--- src/rtl/alu_arbiter_pkg.sv ---
// Shared definitions for the two-requester ALU arbiter: FSM state and ALU opcode mnemonics.
package alu_arbiter_pkg;

  typedef enum logic {IDLE, RESP} arb_state_e;

  // ALU opcode encoding; codes outside this list make the ALU output 0.
  typedef enum logic [3:0] {
    OP_ADD = 4'h0,
    OP_SUB = 4'h1,
    OP_AND = 4'h2,
    OP_OR  = 4'h3,
    OP_XOR = 4'h4,
    OP_NOT = 4'h5,
    OP_NEG = 4'h6,
    OP_EQ  = 4'h7,
    OP_LT  = 4'h8,
    OP_SHL = 4'h9,
    OP_SHR = 4'hA
  } op_mne;

endpackage

--- src/rtl/alu_arbiter_rr_arb2.sv ---
// Two-way round-robin grant with a single priority pointer (0 favours req[0]).
module rr_arb2 (
  input  logic       gclk,
  input  logic       grst_n,
  input  logic [1:0] req,
  input  logic       en,
  output logic [1:0] gnt
);

  logic ptr;

  always_comb begin
    gnt = 2'b00;
    if (en) begin
      if (req == 2'b11) gnt = ptr ? 2'b10 : 2'b01;
      else              gnt = req;
    end
  end

  // After any grant the other requester becomes favoured.
  always_ff @(posedge gclk or negedge grst_n) begin
    if (!grst_n)  ptr <= 1'b0;
    else if (|gnt) ptr <= gnt[0];
  end

endmodule

--- src/rtl/alu_arbiter.sv ---
// Shares one combinational ALU between two requesters with round-robin grant and a registered result.
// Optional per-requester grant counters are built when ALU_ARB_STATS_EN is defined.
module alu_arbiter
  import alu_arbiter_pkg::*;
#(
  parameter int W     = 8,
  parameter int Ops   = 4,
  parameter int CNT_W = 16
) (
  input  logic             Clk,
  input  logic             Reset_n,
  input  logic [1:0]       ReqValid,
  output logic [1:0]       ReqReady,
  input  logic [W-1:0]     Req0A,
  input  logic [W-1:0]     Req0B,
  input  logic [Ops-1:0]   Req0Op,
  input  logic [W-1:0]     Req1A,
  input  logic [W-1:0]     Req1B,
  input  logic [Ops-1:0]   Req1Op,
  output logic [1:0]       RspValid,
  input  logic [1:0]       RspReady,
  output logic [W-1:0]     Result,
  output logic             RspZero,
  output logic             RspParity,
  output logic [W-1:0]     AluA,
  output logic [W-1:0]     AluB,
  output logic [Ops-1:0]   AluOp,
  input  logic [W-1:0]     AluOut
`ifdef ALU_ARB_STATS_EN
  ,
  output logic [CNT_W-1:0] GrantCnt0,
  output logic [CNT_W-1:0] GrantCnt1
`endif
);

  arb_state_e            state;
  logic                  owner;
  logic                  en;
  logic [1:0]            gnt;
  logic [1:0][W-1:0]     opa, opb;
  logic [1:0][Ops-1:0]   opc;

  // Reset_n gates the grant so ReqReady/Alu* read 0 while reset is held.
  assign en = Reset_n && ((state == IDLE) || RspReady[owner]);

  rr_arb2 u_rr (
    .gclk   (Clk),
    .grst_n (Reset_n),
    .req    (ReqValid),
    .en     (en),
    .gnt    (gnt)
  );

  assign ReqReady = gnt;
  assign opa = {Req1A, Req0A};
  assign opb = {Req1B, Req0B};
  assign opc = {Req1Op, Req0Op};

  always_comb begin
    AluA  = '0;
    AluB  = '0;
    AluOp = '0;
    for (int i = 0; i < 2; i++) begin
      if (gnt[i]) begin
        AluA  = opa[i];
        AluB  = opb[i];
        AluOp = opc[i];
      end
    end
  end

  always_ff @(posedge Clk or negedge Reset_n) begin
    if (!Reset_n) begin
      state     <= IDLE;
      owner     <= 1'b0;
      Result    <= '0;
      RspZero   <= 1'b0;
      RspParity <= 1'b0;
    end else if (|gnt) begin
      state     <= RESP;
      owner     <= gnt[1];
      Result    <= AluOut;
      RspZero   <= (AluOut == '0);
      RspParity <= ^AluOut;
    end else if (state == RESP && RspReady[owner]) begin
      state     <= IDLE;
    end
  end

  assign RspValid = (state == RESP) ? {owner, ~owner} : 2'b00;

`ifdef ALU_ARB_STATS_EN
  always_ff @(posedge Clk or negedge Reset_n) begin
    if (!Reset_n) begin
      GrantCnt0 <= '0;
      GrantCnt1 <= '0;
    end else begin
      if (gnt[0] && GrantCnt0 != '1) GrantCnt0 <= GrantCnt0 + CNT_W'(1);
      if (gnt[1] && GrantCnt1 != '1) GrantCnt1 <= GrantCnt1 + CNT_W'(1);
    end
  end
`else
  // CNT_W only sizes the optional counters.
  if (CNT_W < 1) begin : g_cnt_w_unused
  end
`endif

endmodule

--- config.mk ---
export PLATFORM = sky130hd
export DESIGN_NAME = alu_arbiter
export DESIGN_NICKNAME = d
export VERILOG_FILES = /design/src/rtl/alu_arbiter_pkg.sv /design/src/rtl/alu_arbiter_rr_arb2.sv /design/src/rtl/alu_arbiter.sv
export SDC_FILE = /design/constraint.sdc
export NUM_CORES = 1
export LEC_CHECK = 0
export CORE_ASPECT_RATIO = 0.5
export CORE_MARGIN = 3
export CORE_UTILIZATION = 32
export CTS_CLUSTER_DIAMETER = 80
export DETAILED_ROUTE_END_ITERATION = 6
export PLACE_DENSITY_LB_ADDON = 0.3
export SLEW_MARGIN = 30
export SYNTH_ARGS = -nofsm -noshare
export SYNTH_HDL_FRONTEND = slang
export SYNTH_SLANG_ARGS = --single-unit
--- constraint.sdc ---
create_clock -name Clk -period 1.8 [get_ports Clk]
set_input_delay 0.45 -clock Clk [delete_from_list [all_inputs] [get_ports Clk]]
set_output_delay 0.45 -clock Clk [all_outputs]
set_load 0.005 [all_outputs]
-- Yosys cells after proc, flatten, opt, wreduce, memory -nomap -nowiden
Index checks and enable logic that the tools add are counted.
Widths: inputs -> output; s select.
- bits of input ports: 54
- flip-flop bits (word level): 13
- word-level logic and storage cells: 31
- mux-type cells: 14
- equality and inequality tests: 1
- reduce and logical (&&, ||, !) cells: 7
- bitwise logic cells: 2
- $lt $le $gt $ge: 1
- operator list (operator ; count):
    $mux 8 ; 4
    $logic_not 8->1 ; 1
    $mux 2 ; 4
    $mux 4 ; 2
    $reduce_xor 8->1 ; 1
    $mux 1 ; 4
    $eq 2x2->1 const B ; 1
    $logic_and 1x1->1 ; 2
    $lt 1x2->1 const B ; 1
    $not 1->1 ; 2
    $reduce_bool 2->1 ; 1
    $reduce_or 2->1 ; 1
    $logic_or 1x1->1 ; 1

-- Depth between registers and ports, before layout
- depth in word-level cells: 7
- depth in mapped cells: 5
- mapped depth without buffers: 5

-- Hierarchy
A second synthesis with hierarchy kept.
- cells, all modules: 96
- area, all modules: 862.1 µm²
- by module, submodules not included (module ; area each (µm²) ; times used ; cells each ; sequential area each (µm²)):
    alu_arbiter ; 800.8 ; 1 ; 88 ; 300.3
    rr_arb2 ; 61.3 ; 1 ; 8 ; 25.0

-- Worst setup path before layout
OpenSTA, ideal clock, no wires.
- path kind: flip-flop to output port
- start: register owner
- end: output ReqReady[1]
- stages on the path, launching flop included: 5
- setup slack: 0.178 ns
- arrival: 1.172 ns
- cells stage by stage: dfrtp_1 -> mux2_2 -> o21ai_2 -> buf_2 -> nor2_1
- longest elaborated chain between the ends: 5
- ends and longest elaborated chain (what ; line ; RTL):
    from (decl) ; alu_arbiter.sv:37 ; logic owner;
    from (signal assigned) ; alu_arbiter.sv:81 ; owner <= gnt[1];
    $mux 1 (implied by the code) (2 in a row) ; alu_arbiter.sv:44 ; assign en = Reset_n && ((state == IDLE) || RspReady[owner]);
    $logic_or 1x1->1 ; alu_arbiter.sv:44 ;
    $logic_and 1x1->1 ; alu_arbiter.sv:44 ;
    $mux 2 ; alu_arbiter_rr_arb2.sv:14 ; if (en) begin
    to (decl) ; alu_arbiter.sv:13 ; output logic [1:0] ReqReady,
No other way between the ends. The select of a mux whose other input is x is not followed.

-- Worst setup path after layout
- start: register owner
- end: output AluB[2]
- longest elaborated chain between the ends: 7
- ends and longest elaborated chain (what ; line ; RTL):
    $mux 1 (implied by the code) * (2 in a row) ; alu_arbiter.sv:44 ;
    $logic_or 1x1->1 * ; alu_arbiter.sv:44 ;
    $logic_and 1x1->1 * ; alu_arbiter.sv:44 ;
    $mux 2 * ; alu_arbiter_rr_arb2.sv:14 ;
    $mux 8 ; alu_arbiter.sv:64 ; if (gnt[i]) begin
    $mux 8 * ; alu_arbiter.sv:64 ;
    to (decl) ; alu_arbiter.sv:26 ; output logic [W-1:0] AluB,
Every way passes the cells marked *; elsewhere a longest branch is shown, timed or not. The select of a mux whose other input is x is not followed.

==> impl_metrics.yaml <==
run_status:
  status: "complete, but fails checks"
  violations: "negative setup slack"
floorplanning:
  initial_core_util: 0.347
  ioPinCount: 88
  core_area_um2: 3100
  die_area_um2: 4140
  fp.dieW_um: 88.1
  die_h_um: 47.0
  row_count: 14
critical_path:
  cp_common_cell: "buf_6"
  critical-path-slowest-cell: "dfrtp_1"
  r2r_cells: 6
  cp.required_ps: 1350
  worstSetupPathType: "reg2out"
  startpoint_type: "flop"
  r2r_setup_slack_ps: 190
  critPathMaxStageDelay_ps: 390
  worstPathArrival_ps: 1640
  cp_max_fo: 5
  crit_chain: "mux2_4, o21ai_4, buf_6, buf_16, buf_6, a21oi_1, buf_2"
  end_kind: "output port"
yosys:
  synth_top_area_frac: 0.302
  syn_area_per_cell_um2: 8.10
  syn_nets: 191
  yosysTopAreaCell: "dfrtp_1"
  ys_types: 22
  yosysSeqAreaShare: 0.302
  synth_seq_cells: 13
  synthCells: 133
  synth_area_leaders: "dfrtp_1 (30%), o211ai_1 (14%), mux2_2 (10%), a21oi_1 (9.8%), nand3_1 (9.3%)"
  netlist_area_um2: 1080
  yosysWarnings: 0
global_route:
  overflow: 0
  grt_first_pass_wirelength_mm: 7.29
  grt_max_degree: 16
  grt_antenna_before_repair: 0
  grt_pass1_vias: 1563
  track_usage: 0.227
placed_design:
  hpwl_mm: 3.01
  gp_congestion: 0.727
  io_buffers: 87
power:
  power_density_nw_per_um2: 736
  power_mw: 1.71
  vdd_ir_drop_max_mv: 0.298
  p_leak_nw: 1.03
route:
  firstDrtPassIters: 5
  drcViolationCount: 0
  ant_nets: 0
  drt_iter0_markers: 28
  post_drt_wl_per_cell_um: 16.0
  drt-total-wl_mm: 4.57
  vias: 1483
  vias_per_cell: 5.19
cts:
  htree_levels: 1
  clock_sink_count: 13
  clk_pin_slew_ps: 50
  cts_root_buf: "clkbuf_8"
  insertion_delay_ps: 240
  cts_buffer_depth: 2
  cts_tree: "done"
  postCtsHoldBufs: 0
  cts_buffers: 3
flow_run:
  cap_viol_max_count: 0
timing:
  grt_setup_unrepaired: "yes"
  setup_viol: 22
  fin_ws_ps: -293
  layout_min_cycle_time_ps: 2090
  slew_viol_final: 0
  finalClockSkew_ps: 0.581
  relSlewSlack: 0.802
  post-route-period-util: 1.16
  setup-tns-final_ps: -3620
  final_hold_viol_count: 0
  tightest_slew_ps: 295
  fmax_mhz: 478
worst_hold_path:
  hp-class: "in2async"
layout:
  drive_gt1_frac: 0.337
  antennaDiodeCount: 0
  fillers: 238
  final_nets: 305
  area_delta_synth_final_pct: 115
## what timing repair did
item | 4_1_cts | 5_1_grt
buffers inserted | 11 | 0
setup endpoints to repair | 33 | 31
hold endpoints to repair | 0 | 0
cloned | 4 | 0
resized for setup | 88 | 27
pin swaps | 4 | 3
## placed cells by master (no fill, tap or decap), types with 2 or more instances in the layout
cell type        instances
a21oi_1                 12
a21oi_2                  9
buf_12                   3
buf_16                   3
buf_2                   13
buf_4                   19
buf_6                    8
clkbuf_2                10
clkbuf_8                 3
clkdlybuf4s15_1          2
clkdlybuf4s50_1         58
dfrtp_1                 13
dlygate4sd2_1            4
ha_1                     4
inv_1                   13
mux2_2                   9
nand2_1                  3
nand3_1                 20
nor2_1                   3
o211ai_1                20
xnor2_1                  2
## state kept, by name, summed over array words and instances (netlist names)
name and count:
owner 1, Result 8, state 1, u_rr.ptr 1, RspParity 1, RspZero 1
## critical path: cells and delay by family (launching register included)
kind | cells | cell delay, ps
muxes | 1 | 330
buffers and inverters | 4 | 490
DFF | 1 | 390
AOI/OAI and AO/OA | 2 | 190
## synth_stat cells
library cell / count
a21oi_1: 21
nand3_1: 20
o211ai_1: 20
dfrtp_1: 13
inv_1: 13
clkbuf_1: 10
mux2_2: 10
ha_1: 4
nand2_1: 3
nor2_1: 3
buf_2: 2
mux2i_1: 2
o21ai_0: 2
xnor2_1: 2
a21oi_4: 1
and2_1: 1
nand2b_1: 1
nand4_1: 1
o21ai_2: 1
o22a_1: 1
o22ai_1: 1
xor2_1: 1
## report_power, final
part           total, mW  leakage, nW  internal (mW)  switching, mW
registers          0.424        0.153          0.372         0.0515
clock network      0.254       0.0228          0.156         0.0981
logic               1.03        0.853          0.611          0.416
## metal layers
layer | up-vias | routed length, µm | track usage
met5 | - | 0 | 0
met4 | 0 | 54 | 0.0633
met3 | 6 | 319 | 0.0508
met2 | 59 | 2310 | 0.433
met1 | 703 | 1880 | 0.266
li1 | 715 | - | -
## kinds of logic after synthesis
logic type | count (synthesis) | synth area share
xor+xnor | 3 | 0.0244
buf+inv | 25 | 0.0894
fa+ha+maj | 4 | 0.0465
flops | 13 | 0.302
compound gates | 47 | 0.283
mux | 12 | 0.123
simple gates | 29 | 0.131
## metrics by stage
step                area (µm²)  worst slack [ps]  utilization  hold slack, ps  instances
floorplan                 1080               178            -             154        133
global placement          2140              -671        0.690             488        268
detailed placement        2140              -695        0.690             496        268
CTS                       2370              -341        0.764             410        287
global route              2320              -352        0.748             420        286
finish                    2320              -293        0.748             423        286
## final timing paths
check	from	end
hold / removal	Reset_n	owner$_DFFE_PN0P_
hold reg to reg	Result[3]$_DFFE_PN0P_	Result[3]$_DFFE_PN0P_
max in group asynchronous	Reset_n	state$_DFFE_PN0P_
setup / recovery	owner$_DFFE_PN0P_	AluB[2]
setup reg to reg	owner$_DFFE_PN0P_	Result[6]$_DFFE_PN0P_
min in group Clk	Result[3]$_DFFE_PN0P_	Result[3]$_DFFE_PN0P_
## final cells by class
type / instances / area [µm²] / share of cell area
Multi-Input combinational cell: 95 / 712 / 0.307
Timing Repair Buffer: 121 / 1140 / 0.491
Sequential cell: 13 / 325 / 0.140
Tap cell: 40 / 50.0 / 0.0216
Inverter: 13 / 48.8 / 0.0210
Clock buffer: 4 / 45.0 / 0.0194
Power figures use the tool's default switching activity.
==> variant (same settings) <==
Build with the macro `ALU_ARB_STATS_EN` defined.
--- a/src/rtl/alu_arbiter.sv
+++ b/src/rtl/alu_arbiter.sv
@@ -1,4 +1,6 @@
 // Shares one combinational ALU between two requesters with round-robin grant and a registered result.
 // Optional per-requester grant counters are built when ALU_ARB_STATS_EN is defined.
+`define ALU_ARB_STATS_EN
+
 module alu_arbiter
   import alu_arbiter_pkg::*;
Formal check against the unedited RTL (old outputs only; new: GrantCnt0 and GrantCnt1): equivalent (equiv_simple and equiv_induct, registers matched by name and starting in step).
==> variant against the original RTL <==
The run still ends with negative setup slack left. Count of clock-buffer cells in the layout is 1 higher. Non-clock buffer count increased by 38. Largest power group is now sequential cells. Final area up 86%. Register-to-register slack worse by 270 ps. Sequential cell count increased by 32. Critical endpoint is now AluA[1]. Synthesized area up 130%. Combinational power increased by 45%. Power grew 140%. Wire length up 70%. Maximum frequency decreased by 9.5%. Via count grew 59%. Largest cell class unchanged. Setup slack got worse by 220 ps. Sequential power increased to 3.5 times the old value.
==> variant: results (changes against the original RTL) <==
[status]
status=finished with violations  ; unchanged
violations=negative setup slack  ; unchanged

[global_route]
grt_pass1_wl_um=11800  ; was 7290 um
grt_max_degree=27  ; was 16
grt_usage=0.170  ; was 0.227

[placement]
place_area_um2=3960  ; was 2140 um2
gp_congestion=0.846  ; was 0.727
placement.io_buffers=119  ; was 87

[clock_tree]
clk_latency_ps=280  ; was 240 ps
cts-resized-gates=105  ; was 88
htreeDepth=2  ; was 1
cts_buffers=5  ; was 3
post_cts_buffers=7  ; was 11
clock-root-buffer=clkbuf_16  ; was clkbuf_8

[worst_setup_path]
reg2reg_slack_ps=-80  ; was 190 ps
cpPeakStageDelay_ps=410  ; was 390 ps
r2r_end=GrantCnt1[1]$_DFFE_PN0P_  ; was Result[6]$_DFFE_PN0P_
crit_end=AluA[1]  ; was AluB[2]

[logic_synthesis]
synth_top_cells_by_count=dfrtp_1 (45), xor2_1 (23), a22o_1 (20)  ; was a21oi_1 (21), nand3_1 (20), o211ai_1 (20)
synth_mux_area_frac=0.0584  ; was 0.123
synth_fp_nets=288  ; was 191
yosys-top-cells-area=dfrtp_1 (46%), xor2_1 (8.2%), a22o_1 (7.1%)  ; was dfrtp_1 (30%), o211ai_1 (14%), mux2_2 (10%)
synthXorXnorAreaFrac=0.110  ; was 0.0244
synthAdderAreaFrac=0.0305  ; was 0.0465

[timing]
fin_ws_ps=-512  ; was -293 ps
tns_ps=-10230  ; was -3620 ps
setup_viol=28  ; was 22
worst_slew_pin_slew_ps=395  ; was 295 ps

[pwr]
power_frac_seq=0.358  ; was 0.248

[finish]
nFillCells=582  ; was 238

[floorplanning]
fp.dieW_um=130  ; was 88.1 um

[variant: cell count changes after synthesis, moves of 6 or more]
cell      delta
nor2_1       +6
a22o_1      +20
nor4_2       +6
nor4_1       +6
clkbuf_1    -10
nand3_1      -9
xor2_1      +22
nor3_1       +9
nand2_1      +6
a21oi_1     -18
dfrtp_1     +32
xnor2_1      +6
nand4_1     +12
o211ai_1    -19
[variant: metal layers]
metal / up-vias / GRT usage / wire (um)
li1: 1156 / - / -
met1: 1161 / 0.227 / 3470
met2: 40 / 0.289 / 4000
met3: 4 / 0.0374 / 223
met4: 0 / 0.0285 / 59
met5: - / 0 / 0
[variant: final cells by class]
class	count	area (um2)	share of cell area
Multi-Input combinational cell	158	1350	0.312
Clock inverter	3	65.1	0.0151
Timing Repair Buffer	159	1470	0.341
Tap cell	92	115	0.0267
Sequential cell	45	1130	0.262
Inverter	16	60.1	0.0140
Clock buffer	5	125	0.0291
